`config.mk`:
```
export PLATFORM = sky130hd
export DESIGN_NAME = gamepad_event_queue_flat
export DESIGN_NICKNAME = d
export VERILOG_FILES = /design/src/rtl/gamepad_pkg.sv /design/src/rtl/gamepad_event_queue_if.sv /design/src/rtl/gamepad_event_fifo.sv /design/src/rtl/gamepad_event_queue.sv /design/src/flat_wrapper.sv
export SDC_FILE = /design/constraint.sdc
export NUM_CORES = 1
export LEC_CHECK = 0
export BUFFER_PORTS_ARGS = -buffer_cell sky130_fd_sc_hd__buf_2
export CELL_PAD_IN_SITES_DETAIL_PLACEMENT = 0
export CELL_PAD_IN_SITES_GLOBAL_PLACEMENT = 1
export CORE_MARGIN = 5
export CORE_UTILIZATION = 43
export DETAILED_ROUTE_END_ITERATION = 10
export PLACE_DENSITY_LB_ADDON = 0.1
export SLEW_MARGIN = 20
export SYNTH_ARGS = -nofsm -noshare
export SYNTH_HDL_FRONTEND = slang
export SYNTH_SLANG_ARGS = --single-unit
export TNS_END_PERCENT = 30
```
`constraint.sdc`:
```
create_clock -name clk -period 3.2 [get_ports clk]
set_input_delay 0.32 -clock clk [delete_from_list [all_inputs] [get_ports clk]]
set_output_delay 0.32 -clock clk [all_outputs]
set_load 0.02 [all_outputs]
```
`src/rtl/gamepad_pkg.sv`:
```
// Shared types for the gamepad event path: button indices, event layout,
// scanner states and an event builder.
package gamepad_pkg;

  typedef enum logic [3:0] {
    UP    = 4'd0,
    DOWN  = 4'd1,
    LEFT  = 4'd2,
    RIGHT = 4'd3,
    A     = 4'd4,
    B     = 4'd5,
    C     = 4'd6,
    START = 4'd7,
    MODE  = 4'd8,
    X     = 4'd9,
    Y     = 4'd10,
    Z     = 4'd11
  } btn_idx_e;

  localparam int EV_PRESS_BIT = 7;

  typedef struct packed {
    logic       press;
    logic [2:0] rsvd;
    logic [3:0] idx;
  } gp_event_t;

  typedef enum logic {
    IDLE = 1'b0,
    SCAN = 1'b1
  } scan_state_e;

  function automatic gp_event_t make_event(input logic press, input logic [3:0] idx);
    gp_event_t ev;
    ev.press = press;
    ev.rsvd  = 3'b000;
    ev.idx   = idx;
    return ev;
  endfunction

endpackage

```
`src/rtl/gamepad_event_queue_if.sv`:
```
// Event stream from the queue to the CPU-side register block.
// master = queue (drives head/valid), slave = consumer (drives ready).
interface gamepad_event_queue_if;
  logic       ev_valid;
  logic [7:0] ev_data;
  logic       ev_ready;

  modport master (output ev_valid, output ev_data, input ev_ready);
  modport slave  (input ev_valid, input ev_data, output ev_ready);
endinterface

```
`src/rtl/gamepad_event_fifo.sv`:
```
// First-word-fall-through FIFO: head is the oldest entry whenever not empty.
// A pop on empty is ignored; a push on full is taken only alongside a pop.
module gamepad_event_fifo #(
  parameter int WIDTH = 8,
  parameter int DEPTH = 16
) (
  input  logic                     clk,
  input  logic                     rst_n,
  input  logic                     push,
  input  logic [WIDTH-1:0]         push_data,
  input  logic                     pop,
  output logic [WIDTH-1:0]         head,
  output logic [$clog2(DEPTH):0]   count,
  output logic                     full,
  output logic                     empty
);
  localparam int AW = $clog2(DEPTH);

  logic [WIDTH-1:0] mem_q [DEPTH];
  logic [AW-1:0]    wr_ptr_q, wr_ptr_d, rd_ptr_q, rd_ptr_d;
  logic [AW:0]      count_q, count_d;
  logic             do_push, do_pop;

  assign empty   = (count_q == '0);
  assign full    = (count_q == (AW+1)'(DEPTH));
  assign do_pop  = pop && !empty;
  assign do_push = push && (!full || do_pop);
  assign head    = mem_q[rd_ptr_q];
  assign count   = count_q;

  // Pointer and occupancy update; pointers wrap naturally at DEPTH.
  always_comb begin
    wr_ptr_d = wr_ptr_q;
    rd_ptr_d = rd_ptr_q;
    count_d  = count_q;
    if (do_push) wr_ptr_d = wr_ptr_q + AW'(1);
    if (do_pop)  rd_ptr_d = rd_ptr_q + AW'(1);
    unique case ({do_push, do_pop})
      2'b10:   count_d = count_q + (AW+1)'(1);
      2'b01:   count_d = count_q - (AW+1)'(1);
      default: count_d = count_q;
    endcase
  end

  // Control state registers with synchronous reset.
  always_ff @(posedge clk) begin
    if (!rst_n) begin
      wr_ptr_q <= '0;
      rd_ptr_q <= '0;
      count_q  <= '0;
    end else begin
      wr_ptr_q <= wr_ptr_d;
      rd_ptr_q <= rd_ptr_d;
      count_q  <= count_d;
    end
  end

  // Storage write; contents need no reset since count gates visibility.
  always_ff @(posedge clk) begin
    if (do_push) mem_q[wr_ptr_q] <= push_data;
  end

endmodule

```
`src/rtl/gamepad_event_queue.sv`:
```
// Debounces the gamepad poller status word, turns accepted level changes into
// press/release events via an ascending-index scanner, and queues them in an
// FWFT FIFO. Optional macro GP_EVENT_IRQ_EN adds a registered irq output.
module gamepad_event_queue
  import gamepad_pkg::*;
#(
  parameter int NUM_BTNS         = 12,
  parameter int DEBOUNCE_SAMPLES = 2,
  parameter int FIFO_DEPTH       = 16
) (
  input  logic                          clk,
  input  logic                          rst_n,
  input  logic [31:0]                   gp_status,
  input  logic                          sample_stb,
  gamepad_event_queue_if.master         ev,
  output logic [$clog2(FIFO_DEPTH):0]   ev_count,
  output logic                          overflow,
  input  logic                          clr_overflow,
  output logic [NUM_BTNS-1:0]           btn_state
`ifdef GP_EVENT_IRQ_EN
  ,
  output logic                          irq
`endif
);
  localparam logic [3:0] DB_LIMIT = 4'(DEBOUNCE_SAMPLES);
  localparam logic [3:0] LAST_IDX = 4'(NUM_BTNS - 1);

  logic [NUM_BTNS-1:0] raw;
  logic                unused_status;
  logic [3:0]          cnt_q [NUM_BTNS];
  logic [3:0]          cnt_d [NUM_BTNS];
  logic [NUM_BTNS-1:0] btn_q, btn_d, pend_q, pend_d, pend_set, pend_clr;
  scan_state_e         state_q, state_d;
  logic [3:0]          idx_q, idx_d;
  logic                push;
  gp_event_t           push_ev;
  logic                ovf_q, ovf_d;
  logic                fifo_full, fifo_empty, pop_eff, drop;
  logic [7:0]          fifo_head;

  assign raw           = gp_status[NUM_BTNS-1:0];
  assign unused_status = ^gp_status[31:NUM_BTNS];

  // Per-button debounce: a run of DEBOUNCE_SAMPLES differing strobes flips the level.
  always_comb begin
    btn_d    = btn_q;
    pend_set = '0;
    for (int i = 0; i < NUM_BTNS; i++) begin
      cnt_d[i] = cnt_q[i];
      if (sample_stb) begin
        if (raw[i] != btn_q[i]) begin
          if (cnt_q[i] + 4'd1 == DB_LIMIT) begin
            btn_d[i]    = ~btn_q[i];
            cnt_d[i]    = '0;
            pend_set[i] = 1'b1;
          end else begin
            cnt_d[i] = cnt_q[i] + 4'd1;
          end
        end else begin
          cnt_d[i] = '0;
        end
      end
    end
  end

  // Scanner: walks every index once per pass, pushing at most one event per cycle.
  always_comb begin
    state_d  = state_q;
    idx_d    = idx_q;
    push     = 1'b0;
    pend_clr = '0;
    unique case (state_q)
      IDLE: begin
        if (|pend_q) begin
          state_d = SCAN;
          idx_d   = '0;
        end
      end
      SCAN: begin
        if (pend_q[idx_q]) begin
          push            = 1'b1;
          pend_clr[idx_q] = 1'b1;
        end
        idx_d = idx_q + 4'd1;
        if (idx_q == LAST_IDX) state_d = IDLE;
      end
      default: state_d = IDLE;
    endcase
  end

  // A debounce set in the same cycle as a scanner clear must survive.
  assign pend_d  = (pend_q & ~pend_clr) | pend_set;
  assign push_ev = make_event(btn_q[idx_q], idx_q);

  gamepad_event_fifo #(
    .WIDTH (8),
    .DEPTH (FIFO_DEPTH)
  ) u_fifo (
    .clk       (clk),
    .rst_n     (rst_n),
    .push      (push),
    .push_data (push_ev),
    .pop       (ev.ev_ready),
    .head      (fifo_head),
    .count     (ev_count),
    .full      (fifo_full),
    .empty     (fifo_empty)
  );

  assign pop_eff     = ev.ev_ready && !fifo_empty;
  assign drop        = push && fifo_full && !pop_eff;
  assign ev.ev_valid = !fifo_empty;
  assign ev.ev_data  = fifo_head;
  assign btn_state   = btn_q;
  assign overflow    = ovf_q;

  // Sticky overflow: a drop in the clear cycle keeps the flag set.
  always_comb begin
    ovf_d = ovf_q;
    if (clr_overflow) ovf_d = 1'b0;
    if (drop)         ovf_d = 1'b1;
  end

  // State registers; reset discards pending work and debounce history.
  always_ff @(posedge clk) begin
    if (!rst_n) begin
      btn_q   <= '0;
      pend_q  <= '0;
      state_q <= IDLE;
      idx_q   <= '0;
      ovf_q   <= 1'b0;
      for (int i = 0; i < NUM_BTNS; i++) cnt_q[i] <= '0;
    end else begin
      btn_q   <= btn_d;
      pend_q  <= pend_d;
      state_q <= state_d;
      idx_q   <= idx_d;
      ovf_q   <= ovf_d;
      for (int i = 0; i < NUM_BTNS; i++) cnt_q[i] <= cnt_d[i];
    end
  end

`ifdef GP_EVENT_IRQ_EN
  logic irq_q, irq_d;

  // Interrupt request follows queue occupancy or overflow one cycle later.
  always_comb begin
    irq_d = (ev_count != '0) || ovf_q;
  end

  // Interrupt register.
  always_ff @(posedge clk) begin
    if (!rst_n) irq_q <= 1'b0;
    else        irq_q <= irq_d;
  end

  assign irq = irq_q;
`endif

endmodule
```
`src/flat_wrapper.sv`:
```
// flat-port wrapper written by rule: the top's interface ports become plain ports
module gamepad_event_queue_flat import gamepad_pkg::*;
#(
  parameter int NUM_BTNS         = 12,
  parameter int DEBOUNCE_SAMPLES = 2,
  parameter int FIFO_DEPTH       = 16
)
  (clk, rst_n, gp_status, sample_stb, ev_count, overflow, clr_overflow, btn_state, ev_ev_valid, ev_ev_data, ev_ev_ready);
  gamepad_event_queue_if ev_i ();
  input  logic clk;
  input  logic rst_n;
  input  logic [31:0] gp_status;
  input  logic sample_stb;
  output logic [$clog2(FIFO_DEPTH):0] ev_count;
  output logic overflow;
  input  logic clr_overflow;
  output logic [NUM_BTNS-1:0] btn_state;
  output wire logic [$bits(ev_i.ev_valid)-1:0] ev_ev_valid;
  output wire logic [$bits(ev_i.ev_data)-1:0] ev_ev_data;
  input wire logic [$bits(ev_i.ev_ready)-1:0] ev_ev_ready;
  assign ev_ev_valid = ev_i.ev_valid;
  assign ev_ev_data = ev_i.ev_data;
  assign ev_i.ev_ready = ev_ev_ready;
  gamepad_event_queue #(.NUM_BTNS(NUM_BTNS), .DEBOUNCE_SAMPLES(DEBOUNCE_SAMPLES), .FIFO_DEPTH(FIFO_DEPTH)) u_core (.clk(clk), .rst_n(rst_n), .gp_status(gp_status), .sample_stb(sample_stb), .ev(ev_i), .ev_count(ev_count), .overflow(overflow), .clr_overflow(clr_overflow), .btn_state(btn_state));
endmodule
```
==> summary.md <==
| Metric | Value |
|---|---|
| Final WL | `around 18000 um` |
| CP Launch Type | `register` |
| WHS | `0.195 ns` |
| RSZ-0062 raised after global routing | `false` |
| Die height | `~150 um` |
| Post-CTS Setup Bufs | `0` |
| Largest net degree at the start of global routing | `33` |
| Final worst path period need | `roughly 2.8 ns` |
| CP Data Required Time | `3.57 ns` |
| Synth top area cells | `edfxtp_1 (28%), dfxtp_1 (22%), mux4_2 (7.5%), ha_1 (5.2%), a21oi_1 (4.8%)` |
| Gpl congestion | `0.801` |
| Max Cap Viol | `0` |
| Synth Cell Area | `around 8700 um2` |
| Fin Setup TNS | `0 ns` |
| Post-Syn Instances | `833` |
| Pleak | `about 0.0035 uW` |
| Post-route ant nets | `0` |
| Seq/Total Area, Yosys | `0.496` |
| Async SR Flop Fraction | `0` |
| Share of layout cells above drive strength 1 | `0.143` |
| Clock buffer count from CTS | `17` |
| Util after Layout | `0.492` |
| Ys flop type | `dfxtp_1` |
| Initial antenna violation count | `0` |
| Overflow left after global routing | `0` |
| Max_slew headroom | `0.585` |
| DR WL/cell | `15.8 um` |
| Tightest Pin Transition | `0.622 ns` |
| Area leader, netlist | `edfxtp_1` |
| Max Freq | `362 MHz` |
| Area of the die | `23100 um2` |
| Avg Vias per Cell | `5.37` |
| Number of library cell types mapped by synthesis | `52` |
| # resized after CTS | `0` |
| Synthesized flop and latch total | `approximately 180` |
| Setup ws final | `around 0.44 ns` |
| Drc violations | `0` |
| Via count | `6266` |
| Hold Crit Class | `in2reg` |
| Final setup fails | `0` |
| Count leader, synth | `dfxtp_1` |
| Average size of a mapped cell | `approximately 10 um2` |
| H-tree depth | `4` |
| Ant. Diodes | `0` |
| Row Count | `52` |
| I/O Pins | `64` |
| Worst Path Max Fanout | `21` |
| IO Port Bufs | `40` |
| Initial detailed-routing violation count | `409` |
| DR pass1 iterations | `5` |
| Pwr/cell area | `555 nW/um2` |
| Global-route usage over all layers | `0.162` |
| Die Wd | `152 um` |
| Hold_buf cts | `0` |
| Fill count | `approximately 1800` |
| Final Cycle Share | `0.864` |
| Setup Crit Path Kind | `reg2reg` |
| Initial Util | `0.433` |
| Max VDD drop | `0.329 mV` |
| Status | `finished, final reports clean` |
| Crit end category | `register` |
| Clock latency at the later pin of the worst-skew pair | `0.44 ns` |
| Skew final | `approximately 0.013 ns` |
| Nets | `approximately 960` |
| CTS max path bufs | `2` |
| First-pass GRT wire length | `30500 um` |
| P&R area growth vs syn | `13.5%` |
| Synth warn | `0` |
| Commonest cells in the netlist | `dfxtp_1 (95), nand2_1 (85), a21oi_1 (83)` |
| Final hold vios | `0` |
| Final HPWL DP | `about 13000 um` |
| Critical path arrival | `3.13 ns` |
| Vias in the first global route | `6144` |
| Setup slack at placement | `roughly 0.40 ns` |
| Clock Root Buffer | `clkbuf_16` |
| Number of synthesized flops with an enable pin | `80` |
| CTS tree | `done` |
| Clock tree sinks | `about 180` |
| CTS clock-pin slew for the worst setup and hold paths | `0.07 ns` |
| Core area | `20000 um2` |
| Slew Limit Fails | `0` |
| Post-synth top area share | `0.277` |
[state kept, by name (all words and copies together) (netlist names), named ones only]
register                cells
u_core.pend_q              12
u_core.u_fifo.count         5
u_core.cnt_q               48
u_core.u_fifo.rd_ptr_q      4
u_core.btn_state           12
u_core.state_q              1
u_core.idx_q                4
u_core.u_fifo.mem_q        80
u_core.overflow             1
u_core.u_fifo.wr_ptr_q      4
[path summary, 6_finish.rpt]
kind,from,end,slack [ns],cells after the start
setup / recovery,u_core.idx_q[1],u_core.u_fifo.count[4],0.44,11
hold / removal,clr_overflow,u_core.overflow,0.19,4
setup reg to reg,u_core.idx_q[1],u_core.u_fifo.count[4],0.44,11
hold reg to reg,u_core.pend_q[4],u_core.pend_q[4],0.49,2
[placed cells by master, fill, tap and decap left out, drive strengths merged, types with 20 or more instances in the layout]
master  synthesis  final
dfxtp          95     95
inv            46     56
nor2           72     72
ha             36     36
a21oi          84     84
nand2          85     85
buf            13     60
nand3          20     20
edfxtp         80     80
mux4           29     29
o21ai          29     29
[cell type report]
cell class	count	area [um2]	share of cell area
clock buffers	17	425	0.0432
multi-input cells	583	4070	0.413
repair buffers	60	350	0.0355
well taps	270	338	0.0343
clock inverters	15	191	0.0194
inverters	46	173	0.0175
flip-flops and latches	175	4300	0.437
[kinds of logic (layout without fill, tap and decap cells)]
logic type,after synthesis,after routing,synth area share
and+or+nand+nor,283,283,0.159
AOI/OAI and AO/OA,202,202,0.149
DFF,175,175,0.496
buffers and inverters,77,138,0.0359
muxes,41,41,0.0892
adders and majority gates,37,37,0.0542
xor gates and xnor gates,17,17,0.0172
other,1,3,0.000432
[worst max-delay path, cell delays in order, from the launching register on]
cell	delay, ns
dfxtp_1	0.53
buf_4	0.32
and2_1	0.21
a22oi_2	0.12
a211oi_2	0.28
inv_1	0.09
fa_1	0.40
nor2b_1	0.11
o21ai_0	0.09
and2_1	0.17
a32oi_1	0.18
mux2i_1	0.19
[layer usage]
layer  share of wire  wire (um)  up-vias  track usage
met4           0.015        273        0       0.0539
met1            0.45       8360     3005        0.197
met3           0.025        468       19       0.0290
li1                -          -     3154            -
met5               0          0        -            0
met2            0.51       9330       88        0.291
[metrics by stage]
| step | power [uW] | instances | instance area, um2 |
|---|---|---|---|
| final | 5470 | 1166 | 9860 |
| after global routing | 5730 | 1166 | 9860 |
| after CTS | 5550 | 1166 | 9860 |
| after detailed placement | 3390 | 1134 | 9240 |
| after global placement | 3370 | 1134 | 9240 |
| after floorplan | 3140 | 835 | 8690 |
[power by group]
group	internal [uW]	leakage, uW	total [uW]	switching (uW)
logic	358	0.00169	856	497
registers	2390	0.00151	2470	80.7
clock network	1140	0.000300	2140	1010
No activity file was read; power rests on OpenSTA's default activity.
